**config.mk**
```make
export PLATFORM = sky130hd
export DESIGN_NAME = oled_layer_compositor_flat
export DESIGN_NICKNAME = d
export VERILOG_FILES = /design/src/rtl/oled_layer_compositor_pkg.sv /design/src/rtl/oled_layer_compositor_if.sv /design/src/rtl/oled_layer_compositor_hit.sv /design/src/rtl/oled_layer_compositor.sv /design/src/flat_wrapper.sv
export SDC_FILE = /design/constraint.sdc
export NUM_CORES = 1
export LEC_CHECK = 0
export BUFFER_PORTS_ARGS = -buffer_cell sky130_fd_sc_hd__buf_4
export CAP_MARGIN = 20
export CORE_MARGIN = 5
export CORE_UTILIZATION = 40
export CTS_BUF_LIST = sky130_fd_sc_hd__clkbuf_4 sky130_fd_sc_hd__clkbuf_8 sky130_fd_sc_hd__clkbuf_16
export DETAILED_ROUTE_END_ITERATION = 6
export PLACE_DENSITY_LB_ADDON = 0.05
export SLEW_MARGIN = 20
export SYNTH_ARGS = -nofsm -noshare
export SYNTH_HDL_FRONTEND = slang
export SYNTH_SLANG_ARGS = --single-unit
```
**constraint.sdc**
```tcl
create_clock -name clock -period 1.95 [get_ports clock]
set_input_delay 0.39 -clock clock [delete_from_list [all_inputs] [get_ports clock]]
set_output_delay 0.39 -clock clock [all_outputs]
set_load 0.02 [all_outputs]
```
**src/rtl/oled_layer_compositor_pkg.sv**
```systemverilog
// Shared types and constants for the OLED layer compositor.
//   - field-select codes for the configuration port
//   - ctrl-word bit positions
//   - layer_t: one rectangle layer (geometry, colour, control)
//   - default panel dimensions
package oled_pkg;

  localparam int unsigned OLED_WIDTH  = 96;
  localparam int unsigned OLED_HEIGHT = 64;

  localparam logic [2:0] FLD_X0    = 3'd0;
  localparam logic [2:0] FLD_Y0    = 3'd1;
  localparam logic [2:0] FLD_X1    = 3'd2;
  localparam logic [2:0] FLD_Y1    = 3'd3;
  localparam logic [2:0] FLD_COLOR = 3'd4;
  localparam logic [2:0] FLD_CTRL  = 3'd5;

  localparam int unsigned CTRL_ENABLE  = 0;
  localparam int unsigned CTRL_OUTLINE = 1;
  localparam int unsigned CTRL_BLINK   = 2;

  typedef struct packed {
    logic [6:0]  x0;
    logic [6:0]  y0;
    logic [6:0]  x1;
    logic [6:0]  y1;
    logic [15:0] color;
    logic        blink;
    logic        outline;
    logic        enable;
  } layer_t;

endpackage

```
**src/rtl/oled_layer_compositor_if.sv**
```systemverilog
// Configuration write port of the OLED layer compositor.
//   cfg_we    : write strobe
//   cfg_layer : target layer
//   cfg_field : field select (see FLD_* in oled_pkg)
//   cfg_wdata : write data, truncated to the field width
// master drives the port (control logic), slave receives it (compositor).
interface oled_layer_compositor_if #(
  parameter int unsigned NUM_LAYERS = 4
) ();
  localparam int unsigned LAYER_W = (NUM_LAYERS > 1) ? $clog2(NUM_LAYERS) : 1;

  logic               cfg_we;
  logic [LAYER_W-1:0] cfg_layer;
  logic [2:0]         cfg_field;
  logic [15:0]        cfg_wdata;

  modport master (output cfg_we, output cfg_layer, output cfg_field, output cfg_wdata);
  modport slave  (input  cfg_we, input  cfg_layer, input  cfg_field, input  cfg_wdata);
endinterface

```
**src/rtl/oled_layer_compositor_hit.sv**
```systemverilog
// Combinational hit test for one rectangle layer.
//   x_i, y_i    : pixel coordinate
//   layer_i     : active layer configuration
//   blink_on_i  : high during the visible half of the blink period
//   hit_o       : layer covers this pixel
module layer_hit
  import oled_pkg::*;
(
  input  logic [6:0] x_i,
  input  logic [6:0] y_i,
  input  layer_t     layer_i,
  input  logic       blink_on_i,
  output logic       hit_o
);
  logic in_x, in_y, on_edge;

  // Inverted bounds (x0 > x1 or y0 > y1) make in_x/in_y unsatisfiable, so such
  // a layer never hits.
  always_comb begin
    in_x    = (x_i >= layer_i.x0) && (x_i <= layer_i.x1);
    in_y    = (y_i >= layer_i.y0) && (y_i <= layer_i.y1);
    on_edge = (x_i == layer_i.x0) || (x_i == layer_i.x1) ||
              (y_i == layer_i.y0) || (y_i == layer_i.y1);
    hit_o   = layer_i.enable && in_x && in_y &&
              (!layer_i.outline || on_edge) &&
              (!layer_i.blink || blink_on_i);
  end
endmodule

```
**src/rtl/oled_layer_compositor.sv**
```systemverilog
// Composites NUM_LAYERS rectangles over BG_COLOR for the Oled_Display driver.
//   clock, reset   : pixel clock, synchronous active-high reset
//   frame_begin    : start-of-frame pulse; commits shadow config to active
//   pixel_index    : linear pixel address from the display driver
//   cfg            : configuration write port (slave)
//   pixel_data     : composited colour, 3 cycles after pixel_index
//   commit_pending : shadow config awaits the next frame_begin
//   frame_count    : frames since reset, wrapping
module oled_layer_compositor
  import oled_pkg::*;
#(
  parameter int unsigned         WIDTH      = OLED_WIDTH,
  parameter int unsigned         HEIGHT     = OLED_HEIGHT,
  parameter int unsigned         NUM_LAYERS = 4,
  parameter int unsigned         COLOR_W    = 16,
  parameter logic [COLOR_W-1:0]  BG_COLOR   = '0,
  parameter int unsigned         BLINK_LOG2 = 4
) (
  input  logic                   clock,
  input  logic                   reset,
  input  logic                   frame_begin,
  input  logic [12:0]            pixel_index,
  oled_layer_compositor_if.slave cfg,
  output logic [COLOR_W-1:0]     pixel_data,
  output logic                   commit_pending,
  output logic [7:0]             frame_count
);
  layer_t shadow_q [NUM_LAYERS];
  layer_t shadow_d [NUM_LAYERS];
  layer_t active_q [NUM_LAYERS];

  logic                  wr_ok;
  logic                  pending_d, pending_q;
  logic [7:0]            fc_q;
  logic [6:0]            x_q, y_q;
  logic                  v1_q, v2_q;
  logic                  blink_on;
  logic [NUM_LAYERS-1:0] hit_d, hit_q;
  logic [COLOR_W-1:0]    pix_d, pix_q;

  // Shadow write decode and commit bookkeeping.
  always_comb begin
    wr_ok    = cfg.cfg_we && (int'(cfg.cfg_layer) < int'(NUM_LAYERS)) &&
               (cfg.cfg_field <= FLD_CTRL);
    shadow_d = shadow_q;
    for (int i = 0; i < int'(NUM_LAYERS); i++) begin
      if (wr_ok && int'(cfg.cfg_layer) == i) begin
        case (cfg.cfg_field)
          FLD_X0:    shadow_d[i].x0    = cfg.cfg_wdata[6:0];
          FLD_Y0:    shadow_d[i].y0    = cfg.cfg_wdata[6:0];
          FLD_X1:    shadow_d[i].x1    = cfg.cfg_wdata[6:0];
          FLD_Y1:    shadow_d[i].y1    = cfg.cfg_wdata[6:0];
          FLD_COLOR: shadow_d[i].color = cfg.cfg_wdata;
          FLD_CTRL: begin
            shadow_d[i].blink   = cfg.cfg_wdata[CTRL_BLINK];
            shadow_d[i].outline = cfg.cfg_wdata[CTRL_OUTLINE];
            shadow_d[i].enable  = cfg.cfg_wdata[CTRL_ENABLE];
          end
          default: ;
        endcase
      end
    end
    // A write in the commit cycle lands after the copy, so it stays pending.
    pending_d = pending_q;
    if (frame_begin) pending_d = 1'b0;
    if (wr_ok)       pending_d = 1'b1;
  end

  always_ff @(posedge clock) begin
    if (reset) begin
      for (int i = 0; i < int'(NUM_LAYERS); i++) begin
        shadow_q[i] <= '0;
        active_q[i] <= '0;
      end
      pending_q <= 1'b0;
      fc_q      <= '0;
    end else begin
      shadow_q  <= shadow_d;
      pending_q <= pending_d;
      if (frame_begin) begin
        active_q <= shadow_q;
        fc_q     <= fc_q + 8'd1;
      end
    end
  end

  assign blink_on = (fc_q[BLINK_LOG2] == 1'b0);

  for (genvar g = 0; g < int'(NUM_LAYERS); g++) begin : g_hit
    layer_hit u_hit (
      .x_i        (x_q),
      .y_i        (y_q),
      .layer_i    (active_q[g]),
      .blink_on_i (blink_on),
      .hit_o      (hit_d[g])
    );
  end

  // Final stage: walk from lowest to highest priority so layer 0 wins.
  always_comb begin
    pix_d = BG_COLOR;
    for (int i = int'(NUM_LAYERS) - 1; i >= 0; i--) begin
      if (hit_q[i]) pix_d = COLOR_W'(active_q[i].color);
    end
    if (!v2_q) pix_d = BG_COLOR;
  end

  always_ff @(posedge clock) begin
    if (reset) begin
      x_q   <= '0;
      y_q   <= '0;
      v1_q  <= 1'b0;
      hit_q <= '0;
      v2_q  <= 1'b0;
      pix_q <= BG_COLOR;
    end else begin
      x_q   <= 7'(pixel_index % 13'(WIDTH));
      y_q   <= 7'(pixel_index / 13'(WIDTH));
      v1_q  <= (pixel_index < 13'(WIDTH * HEIGHT));
      hit_q <= hit_d;
      v2_q  <= v1_q;
      pix_q <= pix_d;
    end
  end

  assign pixel_data     = pix_q;
  assign commit_pending = pending_q;
  assign frame_count    = fc_q;
endmodule

```
**src/flat_wrapper.sv**
```systemverilog
// flat-port wrapper written by rule: the top's interface ports become plain ports
module oled_layer_compositor_flat import oled_pkg::*;
#(
  parameter int unsigned         WIDTH      = OLED_WIDTH,
  parameter int unsigned         HEIGHT     = OLED_HEIGHT,
  parameter int unsigned         NUM_LAYERS = 4,
  parameter int unsigned         COLOR_W    = 16,
  parameter logic [COLOR_W-1:0]  BG_COLOR   = '0,
  parameter int unsigned         BLINK_LOG2 = 4
)
  (clock, reset, frame_begin, pixel_index, pixel_data, commit_pending, frame_count, cfg_cfg_we, cfg_cfg_layer, cfg_cfg_field, cfg_cfg_wdata);
  oled_layer_compositor_if #(.NUM_LAYERS(NUM_LAYERS)) cfg_i ();
  input  logic clock;
  input  logic reset;
  input  logic frame_begin;
  input  logic [12:0] pixel_index;
  output logic [COLOR_W-1:0] pixel_data;
  output logic commit_pending;
  output logic [7:0] frame_count;
  input wire logic [$bits(cfg_i.cfg_we)-1:0] cfg_cfg_we;
  input wire logic [$bits(cfg_i.cfg_layer)-1:0] cfg_cfg_layer;
  input wire logic [$bits(cfg_i.cfg_field)-1:0] cfg_cfg_field;
  input wire logic [$bits(cfg_i.cfg_wdata)-1:0] cfg_cfg_wdata;
  assign cfg_i.cfg_we = cfg_cfg_we;
  assign cfg_i.cfg_layer = cfg_cfg_layer;
  assign cfg_i.cfg_field = cfg_cfg_field;
  assign cfg_i.cfg_wdata = cfg_cfg_wdata;
  oled_layer_compositor #(.WIDTH(WIDTH), .HEIGHT(HEIGHT), .NUM_LAYERS(NUM_LAYERS), .COLOR_W(COLOR_W), .BG_COLOR(BG_COLOR), .BLINK_LOG2(BLINK_LOG2)) u_core (.clock(clock), .reset(reset), .frame_begin(frame_begin), .pixel_index(pixel_index), .cfg(cfg_i), .pixel_data(pixel_data), .commit_pending(commit_pending), .frame_count(frame_count));
endmodule
```
==> results of run 1 <==
-- metrics by stage --
stage | total power [mW] | TNS [ns]
final | 19.5 | 0
after global routing | 20.3 | -0.0474
after CTS | 19.8 | 0
after detailed placement | 10.7 | -0.860
after global placement | 10.6 | -0.658
after floorplan | 9.94 | 0
-- worst paths after layout --
kind / slack (ns) / endpoint / startpoint
worst max-delay path: 0.07 / u_core.hit_q[0]$_SDFF_PP0_ / u_core.x_q[3]$_SDFF_PP0_
worst min-delay path: 0.03 / u_core.x_q[0]$_SDFF_PP0_ / pixel_index[0]
worst max register to register: 0.07 / u_core.hit_q[0]$_SDFF_PP0_ / u_core.x_q[3]$_SDFF_PP0_
worst min register to register: 0.45 / u_core.shadow_q[55]$_SDFFE_PP0P_ / u_core.shadow_q[55]$_SDFFE_PP0P_
-- layout make-up --
| cell class | count | area share, % |
|---|---|---|
| clock buffers | 70 | 6.44 |
| clock inverters | 15 | 0.789 |
| inverters | 106 | 1.83 |
| multi-input cells | 1481 | 42.2 |
| flip-flops and latches | 421 | 38.4 |
| well taps | 607 | 3.45 |
| repair buffers | 168 | 6.94 |
-- placed cells by master (no fill, tap or decap), types with 6 or more instances in the layout --
cell,count
nand3_1,96
nor2_1,295
dfxtp_2,9
xor2_1,6
buf_4,145
clkbuf_8,14
clkbuf_4,10
clkbuf_16,46
a211oi_1,8
a21oi_1,231
o21a_1,11
nand2b_1,12
nor2b_1,27
a21o_1,22
nand3b_1,20
buf_12,20
mux2i_1,228
nand4_1,19
ha_1,111
inv_1,104
o21ai_0,30
nand2_1,272
and4_1,7
dfxtp_1,407
clkinv_2,7
-- power groups by stage --
stage          Clock [mW]  Sequential [mW]  Combinational (mW)
5_1_grt              9.62             8.76                1.91
4_1_cts              9.27             8.75                1.74
3_5_place_dp            0             8.94                1.72
2_1_floorplan           0             8.92                1.03
6_report             9.00             8.75                1.73
3_3_place_gp            0             8.94                1.71
-- worst max-delay path, stage by stage, from the launching register on --
cell and delay, ns:
dfxtp_4 0.39, ha_1 0.30, and4_1 0.19, nand4_1 0.19, nand4_1 0.15, o21ai_1 0.07, a221o_1 0.29, nor4_1 0.21
-- flip-flops by register name (all words and copies together) (netlist names) --
signal and count:
u_core.active_q 188, u_core.shadow_q 188, u_core.pixel_data 16, u_core.frame_count 8, u_core.x_q 7, u_core.y_q 7
u_core.hit_q 4, u_core.commit_pending 1, u_core.v1_q 1, u_core.v2_q 1
-- timing repair --
| action | in CTS | in global routing |
|---|---|---|
| resized for setup | 16 | 20 |
| pin swaps | 5 | 7 |
| setup endpoints to repair | 4 | 4 |
-- per-layer routing --
layer,vias to the layer above,share of wire [%],GRT usage [%]
li1,7415,-,-
met5,-,0,0
met4,0,2.3,5.56
met2,216,45,32.7
met1,6912,49,29.1
met3,73,3.4,2.50
-- kinds of logic after synthesis --
logic type                 Yosys count  share of synthesized area [%]
DFF                                421                           45.3
AOI/OAI and AO/OA                  340                           10.4
and+or+nand+nor                    789                           18.7
xor gates and xnor gates            10                          0.470
adders and majority gates          113                           7.59
muxes                              229                           12.3
buffers and inverters              248                           5.23
==> metrics.cfg, run 1 <==
[run_status]
outcome = finished, final reports clean

[clock_tree]
clockRootBuffer = clkbuf_16
cts.path.max_buffers = 3
hold_buffers = 0
htree_levels = 2
cts_tree = built
post-cts-setup-buffers = 0
clock_latency_ns = 0.58
numCtsBuffers = 46
cts.sinks = 421
clk_pin_slew_ns = 0.06

[synth]
synth.area.top_cells = dfxtp_1, mux2i_1, ha_1
synthArstFlopShare_pct = 0
syn_area_sq_um = 18600
synthTopCellsByCount = dfxtp_1, nor2_1, nand2_1, a21oi_1, mux2i_1
ys_ff_latch = 421
ys_warn_count = 0
yosysTopAreaCell = dfxtp_1
ys_seq_area_share_pct = 45.3
synthCells = 2150
yosysMostFrequentCell = dfxtp_1
syn-num-nets = 2301
synth_enable_flop_cells = 0
syn_avg_cell_area_sq_um = 8.66
synth_cell_types = 64
synthFlopType = dfxtp_1
synth_top_area_share_pct = 45.3

[critical_path]
ff2ff_path_depth = 7
cp.required_ns = 2.43
path_max_fanout = 7
worstPathArrival_ns = 2.36
cp-start-kind = register
crit_type = register to register
end_kind = register

[drt]
wl_um = 52200
viasPerCell = 5.10
drtPass1Iterations = 5
drc_errors = 0
antenna_left = 0
drt_iter0_markers = 894
num_vias = 14600
wl_per_cell_um = 18.2

[place]
placed_cells = 2783
preCtsSetupSlack_ns = -0.236
gp_congestion = 0.817
postPlaceCellArea_sq_um = 20400
place.detailed.hpwl_um = 34400
portBuffers = 62

[die]
die_w_um = 226
row_count = 79
die_area_sq_um = 51000
die_h_um = 226
pin_count = 63
core_sq_um = 46300
initial_core_util_pct = 40.3

[timing]
fin_worst_skew_ns = 0.0222
rsz0062_at_grt = yes
max-slew-margin-rel_pct = 53.7
period_minus_slack_ns = 1.88
finalCritPeriodShare_pct = 96.3
max_freq_ghz = 0.533
finalHoldViolCount = 0
setup_ws_ns = 0.0727
setup_viol = 0
tightestPinTransition_ns = 0.694
maxSlewViolCount = 0
hold-worst-slack_ns = 0.0350

[final_layout]
final_core_util_pct = 47.6
antennaDiodeCount = 0
seqCellArea_sq_um = 8460
area_delta_synth_final_pct = 18.4
design_area_sq_um = 22000
fillerInstances = 4478
multi_input_area_sq_um = 9300
nNetsFinal = 2375
drive_above_1_share_pct = 12.9
instances_no_fill = 2868

[hold_path]
hold_path_depth = 2
min_path_type = input port to register

[global_route]
antenna_found_initial = 0
grt_max_degree = 107
grt_usage_pct = 20.4
grt_pass1_vias = 14300
grt_overflow = 0
grt_pass1_wl_um = 82300

[power]
p_seq_share_pct = 44.9
power_frac_comb_pct = 8.9
peakVddDrop_mv = 0.699
power.switching_mw = 4.68
p_per_area_nw_per_um2 = 884
p_int_mw = 14.8
clock_power_share_pct = 46.2
leakage_nw = 8.71
switching_share_pct = 24.0

[run]
drv_cap = 0

No activity file was read; power rests on OpenSTA's default activity.
==> run 2: changes to the inputs <==
- CORE_ASPECT_RATIO: default -> 1.5
==> run 2 against run 1 <==
  * Non-clock buffer count up 3
  * Total power down 2.9%
  * Clock power down 6.2%
  * Flip-flop and latch count unchanged
  * Sequential power about the same
  * Critical path type unchanged
  * Largest power group is now registers
  * Highest routed layer unchanged
==> metrics.cfg, run 2 (same netlist as run 1, synthesis figures left out) <==
[run_status]
outcome = finished, final reports clean

[timing]
maxSlewViolCount = 0
tightestPinTransition_ns = 0.685
rsz0062_at_grt = yes
hold-worst-slack_ns = 0.0662
period_minus_slack_ns = 1.86
max-slew-margin-rel_pct = 54.2
setup_viol = 0
finalHoldViolCount = 0
setup_ws_ns = 0.0853
max_freq_ghz = 0.536
finalCritPeriodShare_pct = 95.6
fin_worst_skew_ns = 0.0166

[global_route]
grt_pass1_vias = 14500
grtUsageMet1_pct = 23.8
grt_pass1_wl_um = 80700
grt_usage_pct = 19.8
grt_max_degree = 114
met2_usage_pct = 37.1
grt_overflow = 0
antenna_found_initial = 0
busiest_layer = met2
grtUsageMet3_pct = 2.38

[place]
postPlaceCellArea_sq_um = 20300
preCtsSetupSlack_ns = -0.288
portBuffers = 62
place.detailed.hpwl_um = 34300
gp_congestion = 0.790

[die]
core_sq_um = 45900
die_h_um = 274
die_w_um = 186
initial_core_util_pct = 40.6
pin_count = 63
die_area_sq_um = 51100
row_count = 96

[clock_tree]
cts.path.max_buffers = 3
clockRootBuffer = clkbuf_16
numCtsBuffers = 42
htree_levels = 2
clk_pin_slew_ns = 0.06
hold_buffers = 0
clock_latency_ns = 0.55
cts.sinks = 421
cts_tree = built

[final_layout]
final_core_util_pct = 47.6
drive_above_1_share_pct = 12.4
area_delta_synth_final_pct = 17.4
design_area_sq_um = 21900
layout_common_cells = dfxtp_1, nor2_1, nand2_1, a21oi_1, mux2i_1
mostFrequentLayoutCell = dfxtp_1
nNetsFinal = 2374
antennaDiodeCount = 0

[power]
p_seq_share_pct = 46.2
switching_share_pct = 24.0
power.total_mw = 18.9
p_per_area_nw_per_um2 = 866
leakage_nw = 8.64
peakVddDrop_mv = 0.717
p_int_mw = 14.4
power.switching_mw = 4.54
clock_power_share_pct = 44.6
power_frac_comb_pct = 9.2

[critical_path]
cp-start-kind = register
setup.worst_path.start = u_core.x_q[3]$_SDFF_PP0_
worstPathArrival_ns = 2.30
end_kind = register
crit_type = register to register
path_max_fanout = 3
rr_startpoint = u_core.x_q[3]$_SDFF_PP0_
cp.required_ns = 2.39

[run]
drv_cap = 0

[drt]
viasPerCell = 5.14
wl_um = 50800
drt_iter0_markers = 603
drtPass1Iterations = 5
drc_errors = 0
antenna_left = 0
num_vias = 14600
wl_per_cell_um = 17.9

[hold_path]
hp-start = pixel_index[3]
min_path_type = input port to register

[run 2: metrics by stage]
step	setup TNS (ns)	cells
2_1_floorplan	0	2150
3_3_place_gp	-0.335	2765
3_5_place_dp	-0.425	2765
4_1_cts	-0.00679	2839
5_1_grt	-0.0329	2841
6_report	0	2841
[run 2: path summary, 6_finish.rpt]
kind                                      endpoint  slack, ns  cells after the start
hold / removal            u_core.x_q[3]$_SDFF_PP0_       0.07                      2
setup / recovery        u_core.hit_q[2]$_SDFF_PP0_       0.09                      9
hold reg to reg   u_core.shadow_q[91]$_SDFFE_PP0P_       0.45                      2
setup reg to reg        u_core.hit_q[2]$_SDFF_PP0_       0.09                      9
[run 2: routing by layer]
layer  wire, um  vias up
met5          0        -
met4       1200        0
met3       1360       72
met2      26700      180
met1      21500     6958
li1           -     7396
[run 2: layout make-up]
type,instances,area [sq um]
clock inverters,12,143
multi-input cells,1481,9300
flip-flops and latches,421,8450
well taps,588,736
fillers,4517,24000
repair buffers,171,1540
clock buffers,62,1290
inverters,106,398
[run 2: power by group through the flow]
stage / registers, mW / clock network, mW / logic [mW]
after floorplan: 8.92 / 0 / 1.03
after global placement: 8.93 / 0 / 1.71
after detailed placement: 8.93 / 0 / 1.73
after CTS: 8.74 / 8.66 / 1.75
after global routing: 8.74 / 8.99 / 1.92
final: 8.74 / 8.44 / 1.74
[run 2: worst max-delay path, stage by stage, from the launching register on]
cell     delay, ns
dfxtp_2       0.35
buf_4         0.16
ha_1          0.30
and4_1        0.18
nand4_1       0.09
buf_4         0.15
o21ai_0       0.08
a21oi_1       0.23
buf_4         0.18
nor4_1        0.04
[run 2: timing repair]
action / in CTS / in global routing
endpoints found under the hold margin: 0 / 0
setup endpoints to repair: 4 / 4
buffers inserted: 0 / 2
gates resized for setup: 12 / 15
pin swaps: 2 / 8
